## src/rtl/mem_arbiter.sv

```systemverilog
// mem_arbiter
//   Shares one external memory bus between instruction fetch (i_*) and the
//   load/store unit (d_*). The winning request is latched, driven on the bus
//   until mem_ready, and the response is routed back to its owner.
//   Arbitration is round-robin on the last granted port.
//
// Ports
//   clk, rst          clock, synchronous active-high reset
//   i_valid/i_addr    fetch request; i_flush discards the in-flight fetch response
//   i_ready/i_rdata   fetch response
//   d_valid/d_addr/d_wdata/d_wstrb   load/store request (wstrb == 0 is a load)
//   d_ready/d_rdata   load/store response
//   mem_valid/mem_instr/mem_addr/mem_wdata/mem_wstrb   shared bus request
//   mem_ready/mem_rdata                                shared bus response
//   busy              a transaction is owned by one of the ports
module mem_arbiter #(
    parameter int ADDR_W = 32,
    parameter int DATA_W = 32
) (
    input  logic                  clk,
    input  logic                  rst,
    input  logic                  i_valid,
    input  logic [ADDR_W-1:0]     i_addr,
    input  logic                  i_flush,
    output logic                  i_ready,
    output logic [DATA_W-1:0]     i_rdata,
    input  logic                  d_valid,
    input  logic [ADDR_W-1:0]     d_addr,
    input  logic [DATA_W-1:0]     d_wdata,
    input  logic [DATA_W/8-1:0]   d_wstrb,
    output logic                  d_ready,
    output logic [DATA_W-1:0]     d_rdata,
    output logic                  mem_valid,
    output logic                  mem_instr,
    output logic [ADDR_W-1:0]     mem_addr,
    output logic [DATA_W-1:0]     mem_wdata,
    output logic [DATA_W/8-1:0]   mem_wstrb,
    input  logic                  mem_ready,
    input  logic [DATA_W-1:0]     mem_rdata,
    output logic                  busy
);

    localparam int STRB_W = DATA_W / 8;

    typedef enum logic [1:0] {
        IDLE = 2'd0,
        IBUS = 2'd1,
        DBUS = 2'd2
    } state_t;

    state_t              state_q, state_d;
    logic                last_q,  last_d;   // 0 = fetch granted last, 1 = data
    logic                drop_q,  drop_d;   // swallow the current fetch response
    logic                instr_q, instr_d;
    logic [ADDR_W-1:0]   addr_q,  addr_d;
    logic [DATA_W-1:0]   wdata_q, wdata_d;
    logic [STRB_W-1:0]   wstrb_q, wstrb_d;

    logic completing;
    logic arb_en;
    logic cand_i, cand_d;
    logic grant_i, grant_d;

    always_comb begin
        state_d = state_q;
        last_d  = last_q;
        drop_d  = drop_q;
        instr_d = instr_q;
        addr_d  = addr_q;
        wdata_d = wdata_q;
        wstrb_d = wstrb_q;

        completing = mem_ready && (state_q != IDLE);
        arb_en     = (state_q == IDLE) || completing;

        // The port finishing this cycle cannot win again immediately; its
        // valid is still high from the request just being served.
        cand_i = i_valid && (state_q != IBUS);
        cand_d = d_valid && (state_q != DBUS);

        // On a tie the port that did not win last time gets the bus.
        grant_d = cand_d && (!cand_i || !last_q);
        grant_i = cand_i && (!cand_d ||  last_q);

        // Completion clears drop even if a flush arrives in the same cycle,
        // since that transaction is over; i_ready is masked by i_flush directly.
        if (state_q == IBUS) begin
            if (mem_ready) begin
                drop_d = 1'b0;
            end else if (i_flush) begin
                drop_d = 1'b1;
            end
        end

        if (arb_en) begin
            state_d = IDLE;
            if (grant_d) begin
                state_d = DBUS;
                last_d  = 1'b1;
                instr_d = 1'b0;
                addr_d  = d_addr;
                wdata_d = d_wdata;
                wstrb_d = d_wstrb;
            end else if (grant_i) begin
                state_d = IBUS;
                last_d  = 1'b0;
                instr_d = 1'b1;
                addr_d  = i_addr;
                wdata_d = '0;
                wstrb_d = '0;
            end
        end
    end

    always_ff @(posedge clk) begin
        if (rst) begin
            state_q <= IDLE;
            last_q  <= 1'b0;
            drop_q  <= 1'b0;
            instr_q <= 1'b0;
            addr_q  <= '0;
            wdata_q <= '0;
            wstrb_q <= '0;
        end else begin
            state_q <= state_d;
            last_q  <= last_d;
            drop_q  <= drop_d;
            instr_q <= instr_d;
            addr_q  <= addr_d;
            wdata_q <= wdata_d;
            wstrb_q <= wstrb_d;
        end
    end

    assign mem_valid = (state_q != IDLE);
    assign busy      = (state_q != IDLE);
    assign mem_instr = instr_q;
    assign mem_addr  = addr_q;
    assign mem_wdata = wdata_q;
    assign mem_wstrb = wstrb_q;

    assign d_ready = (state_q == DBUS) && mem_ready;
    assign i_ready = (state_q == IBUS) && mem_ready && !drop_q && !i_flush;
    assign i_rdata = mem_rdata;
    assign d_rdata = mem_rdata;

endmodule

```

## config.mk

```make
export PLATFORM = sky130hd
export DESIGN_NAME = mem_arbiter
export DESIGN_NICKNAME = d
export VERILOG_FILES = /design/src/rtl/mem_arbiter.sv
export SDC_FILE = /design/constraint.sdc
export NUM_CORES = 1
export LEC_CHECK = 0
export CORE_MARGIN = 3
export CORE_UTILIZATION = 35
export CTS_CLUSTER_DIAMETER = 50
export CTS_CLUSTER_SIZE = 24
export DETAILED_ROUTE_END_ITERATION = 16
export PLACE_DENSITY_LB_ADDON = 0.15
export SLEW_MARGIN = 20
export SYNTH_ARGS = -nofsm -noshare
export SYNTH_HDL_FRONTEND = slang
export SYNTH_SLANG_ARGS = --single-unit
```

## constraint.sdc

```tcl
create_clock -name clk -period 2.3 [get_ports clk]
set_clock_uncertainty 0.15 [all_clocks]
set_input_delay 0.46 -clock clk [delete_from_list [all_inputs] [get_ports clk]]
set_output_delay 0.46 -clock clk [all_outputs]
set_load 0.02 [all_outputs]
```

==> flow_summary.yaml, run 1 <==
cells_and_area:
  n_antenna_cell: 0
  fill_cells: 1009
  final_area_um2: 5550
  area_growth_pct: 41.9
  post_route_cells_drive_above_1_share: 0.115
  nets: 681
  stdcell_count: 684
worst_setup_path:
  r2r_start: "state_q[0]$_SDFFE_PP0P_"
  reg2reg_setup_slack_ns: 0.52
  crit_family: "buffers and inverters"
  cp.required_ns: 1.69
  path_buf_inv: 1
  regToRegEndpoint: "mem_addr[8]$_SDFFE_PP0P_"
  worstPathMaxFanout: 7
  rr_worst_depth: 5
  critical_path_arrival_ns: 1.59
  path_cells: "or2_4 -> clkdlybuf4s50_1"
  worstSetupEndpointType: "output pin"
  worst-setup-path-type: "register to output pin"
  start_kind: "register"
  max_stage_delay_ns: 0.61
  cpMaxStageDelayCell: "clkdlybuf4s50_1"
timing:
  setup_viol: 0
  hold_viol: 0
  drv_slew: 0
  timing.final.ws_setup_ns: 0.102
  clock.fmax_mhz: 455
  period_minus_slack_ns: 2.20
  tightest_slew_ns: 0.569
  maxSlewHeadroom: 0.620
  finalCritPeriodShare: 0.956
  rsz0062_at_grt: "false"
cts:
  cts_tree: "done"
  clk_pin_slew_ns: 0.07
  clockRootBuffer: "clkbuf_8"
  clock-sinks: 73
  htree_levels: 3
  clock_latency_ns: 0.33
  cts.path.max_buffers: 2
  cts_buffers: 9
  post_cts_buffers: 0
global_routing:
  grt_pass1_wl_um: 17600
  grt_pass1_vias: 3402
  grt_usage: 0.170
  grt_max_degree: 78
  antenna_found_initial: 0
  grt-ovfl-total: 0
floorplan:
  core_um2: 10600
  fp.dieW_um: 112
  pin_count: 275
  dieArea_um2: 12500
  fp.dieH_um: 112
  initial_utilization: 0.369
  num_rows: 37
yosys:
  synth_nets: 583
  syn_area_um2: 3910
  ys.warnings.count: 0
  netlist.area_leader.share: 0.374
  synth_top_cell_by_area: "dfxtp_1"
  synth_area_leaders: "dfxtp_1 (37%), buf_4 (13%), a311oi_2 (11%)"
  ys_ff_latch: 73
  syn_inst: 445
  ys_seq_area_frac: 0.374
  synth.distinct_cells: 27
  syn_avg_cell_area_um2: 8.79
routing:
  drtIter0Drc: 233
  vias: 3489
  drt-pass1-iter-count: 4
  drc: 0
  via_per_inst: 5.10
  routed_wirelength_um: 11000
  wl_per_cell_um: 16.1
  antenna_left: 0
worst_hold_path:
  min_to: "mem_instr$_SDFFE_PP0P_"
  whs_path_depth: 2
  worstHoldStart: "mem_instr$_SDFFE_PP0P_"
  holdCritPathClass: "register to register"
pwr:
  power_uw: 3600
  power_density_nw_per_um2: 649
  ir_drop_mv: 0.269
  power.static_leakage_uw: 0.00194
run_status:
  outcome: "finished, final reports clean"
place:
  dpl.cell_count: 668
  place_ws_ns: -0.218
  port_buffers: 178
  post_dp_cell_area_um2: 5400
  dp_hpwl_um: 7630
  gp_congestion: 0.751
run:
  drv_cap: 0
==> cells in the mapped netlist, drive strengths merged <==
cell      n
o22a      1
nor2b     1
nand2b   37
clkbuf   22
nand3b   36
buf      83
nand3    32
nor2     35
nor4      1
or2       1
a311oi   32
a21boi    1
nor3      1
o21ai    70
a22oi     1
inv       2
a2bb2oi   1
o22ai     1
a21o      1
dfxtp    73
a21oi     6
nand2     7
==> final cells by class <==
| cell class | instances | area, um^2 | area share |
|---|---|---|---|
| Clock buffer | 12 | 135 | 0.0244 |
| Clock inverter | 4 | 20.0 | 0.00361 |
| Inverter | 2 | 7.51 | 0.00135 |
| Multi-Input combinational cell | 265 | 1750 | 0.315 |
| Sequential cell | 73 | 1460 | 0.264 |
| Tap cell | 136 | 170 | 0.0307 |
| Timing Repair Buffer | 192 | 2000 | 0.361 |
==> state kept, by name, indices dropped and copies added (netlist names) <==
register	count
mem_wstrb	4
mem_wdata	32
state_q	2
mem_addr	32
drop_q	1
mem_instr	1
last_q	1
==> what timing repair did <==
action,4_1_cts,5_1_grt
endpoints found under the setup margin,4,2
endpoints found under the hold margin,0,0
hold buffers,0,0
resized for setup,4,4
==> routing by layer <==
metal | global-route usage | part of all wire | up-vias
met5 | 0 | 0 | -
met4 | 0.0576 | 0.012 | 0
met3 | 0.0701 | 0.11 | 10
met2 | 0.262 | 0.45 | 175
met1 | 0.216 | 0.44 | 1617
li1 | - | - | 1687
==> cells in the final DEF, fill, tap and decap left out <==
cell type	instances
clkbuf_1	3
clkbuf_2	1
clkdlybuf4s50_1	174
a311oi_1	4
a22oi_1	1
nor2_1	35
a2bb2oi_1	1
nor4_1	1
nand2_1	7
buf_4	5
buf_12	10
nor2b_1	1
inv_2	1
or2_4	1
dfxtp_1	72
o21ai_1	10
o21ai_2	1
inv_1	1
a21oi_2	1
nand3_1	32
dfxtp_2	1
a21boi_1	1
a311oi_2	28
nand3b_1	36
clkbuf_8	9
dlygate4sd2_1	2
nor3_1	1
a21oi_1	5
a21o_1	1
clkinv_2	4
nand2b_1	37
o22a_1	1
o21ai_0	59
o22ai_4	1
==> worst max path at each step <==
stage | start | end | slack [ns] | depth (start not counted)
final | state_q[0]$_SDFFE_PP0P_ | busy | 0.10 | 2
after global routing | state_q[0]$_SDFFE_PP0P_ | busy | 0.06 | 2
after CTS | state_q[1]$_SDFFE_PP0P_ | busy | 0.04 | 2
after detailed placement | mem_ready | i_ready | -0.22 | 4
after global placement | mem_ready | i_ready | -0.26 | 4
after floorplan | mem_ready | i_ready | 0.53 | 2
==> cells by family after synthesis <==
family | after synthesis | share of synthesized area
and+or+nand+nor | 151 | 0.216
AOI/OAI and AO/OA | 114 | 0.229
buffers and inverters | 107 | 0.181
DFF | 73 | 0.374
==> per-stage QoR <==
| stage | util | setup TNS [ns] | hold slack (ns) |
|---|---|---|---|
| 2_1_floorplan | - | 0 | 0.300 |
| 3_3_place_gp | 0.509 | -0.398 | 0.299 |
| 3_5_place_dp | 0.509 | -0.348 | 0.305 |
| 4_1_cts | 0.523 | 0 | 0.315 |
| 5_1_grt | 0.523 | 0 | 0.334 |
| 6_report | 0.523 | 0 | 0.309 |
==> report_power, final <==
group          internal, uW  switching, uW
clock network           386            452
registers              1400           75.5
logic                   641            639
total                  2430           1170
==> worst register-to-register path, stage by stage, from the launching register on <==
cell and delay, ns:
dfxtp_1 0.44, nor2b_1 0.31, a21o_1 0.23, buf_12 0.17, nand3_1 0.11, a311oi_2 0.29
Note: power is estimated with default switching activity, not from simulation.
==> run 2, diff against run 1 <==
- CORE_ASPECT_RATIO: unset -> 1.4
==> flow_summary.yaml, run 2 (same netlist as run 1, synthesis figures left out) <==
run_status:
  outcome: "finished, final reports clean"
routing:
  via_per_inst: 5.03
  routed_wirelength_um: 10900
  drtIter0Drc: 107
  vias: 3504
  drc: 0
  drt-pass1-iter-count: 4
  wl_per_cell_um: 15.6
  antenna_left: 0
floorplan:
  fp.dieH_um: 131
  fp.dieW_um: 95.3
  pin_count: 275
  num_rows: 45
  dieArea_um2: 12500
  initial_utilization: 0.360
  core_um2: 10900
timing:
  setup_viol: 0
  period_minus_slack_ns: 2.22
  rsz0062_at_grt: "false"
  hold_viol: 0
  maxSlewHeadroom: 0.720
  clock.fmax_mhz: 451
  finalCritPeriodShare: 0.965
  drv_slew: 0
  fin_hold_ws_ns: 0.315
  tightest_slew_ns: 0.420
  finalSetupTns_ns: 0
cts:
  clockRootBuffer: "clkbuf_16"
  cts.path.max_buffers: 2
  clk_pin_slew_ns: 0.06
  holdBufCountCts: 0
  cts_buffers: 9
  clock-sinks: 73
  cts_tree: "done"
  htree_levels: 3
  clock_latency_ns: 0.32
pwr:
  power_density_nw_per_um2: 760
  ir_drop_mv: 0.311
  power.static_leakage_uw: 0.00206
place:
  dp_hpwl_um: 7740
  gp_congestion: 0.816
  port_buffers: 178
  post_dp_cell_area_um2: 5430
cells_and_area:
  area_growth_pct: 47.8
  final_common_cell: "clkdlybuf4s50_1"
  n_antenna_cell: 0
  nets: 688
  layout.area.seq_um2: 1460
  final_area_um2: 5780
  fill_cells: 991
  layout_common_cells: "clkdlybuf4s50_1 (174), dfxtp_1 (72), o21ai_0 (59)"
  post_route_cells_drive_above_1_share: 0.130
  multiInputGateArea_um2: 1750
worst_setup_path:
  start_kind: "register"
  worstSetupEndpointType: "output pin"
  worst-setup-path-type: "register to output pin"
  critical_path_arrival_ns: 1.61
  cp.required_ns: 1.69
  worstPathMaxFanout: 7
worst_hold_path:
  holdCritPathClass: "register to register"
global_routing:
  grt_max_degree: 62
  grt-ovfl-total: 0
  grt_usage: 0.164
  antenna_found_initial: 0
  grt_pass1_vias: 3297
  grt_pass1_wl_um: 16100
run:
  drv_cap: 0
[run 2: cell types whose count changed in the layout (fill, tap and decap cells not counted), sizes merged]
cell and change:
bufinv +3, buf +7, clkinv -3
[run 2: critical path, cell delays in order (launching register included)]
cell and delay (ns):
dfxtp_1 0.45, or2_4 0.22, clkdlybuf4s50_1 0.62
[run 2: per-layer routing]
metal  global-route usage  routed length [um]  vias to the layer above
li1                     -                   -                     1705
met1                0.197                4370                     1590
met2                0.252                4980                      195
met3               0.0771                1330                       14
met4               0.0646                 212                        0
met5                    0                   0                        -
[run 2: cell type report]
| type | instances | share of cell area |
|---|---|---|
| inverters | 2 | 0.00130 |
| well taps | 141 | 0.0305 |
| multi-input cells | 265 | 0.303 |
| clock buffers | 12 | 0.0444 |
| repair buffers | 199 | 0.351 |
| clock inverters | 4 | 0.0171 |
| flip-flops and latches | 73 | 0.253 |
[run 2: power by group]
| group | total, uW | switching [uW] | leakage (uW) | internal, uW |
|---|---|---|---|---|
| combinational | 1270 | 633 | 0.00128 | 638 |
| clock | 1640 | 517 | 0.000173 | 1120 |
| sequential | 1480 | 77.2 | 0.000602 | 1410 |
[run 2: timing repair]
item                                    4_1_cts  5_1_grt
endpoints found under the setup margin        4        2
gates resized for setup                       4        4
buffers inserted                              0        0
[run 2: worst paths after layout]
kind                           start                        to  slack, ns  depth (start not counted)
min           mem_instr$_SDFFE_PP0P_    mem_instr$_SDFFE_PP0P_       0.32                          2
max          state_q[0]$_SDFFE_PP0P_                      busy       0.08                          2
max reg2reg  state_q[0]$_SDFFE_PP0P_  mem_addr[4]$_SDFFE_PP0P_       0.54                          5
min reg2reg   mem_instr$_SDFFE_PP0P_    mem_instr$_SDFFE_PP0P_       0.32                          2
[run 2: per-stage QoR]
step	utilization	total power (uW)	cells	setup slack (ns)
final	0.532	4390	696	0.0803
after global routing	0.532	4590	696	0.0238
after CTS	0.532	4460	696	0.0311
after detailed placement	0.500	2790	680	-0.191
after global placement	0.500	2780	680	-0.182
after floorplan	-	2350	445	0.531
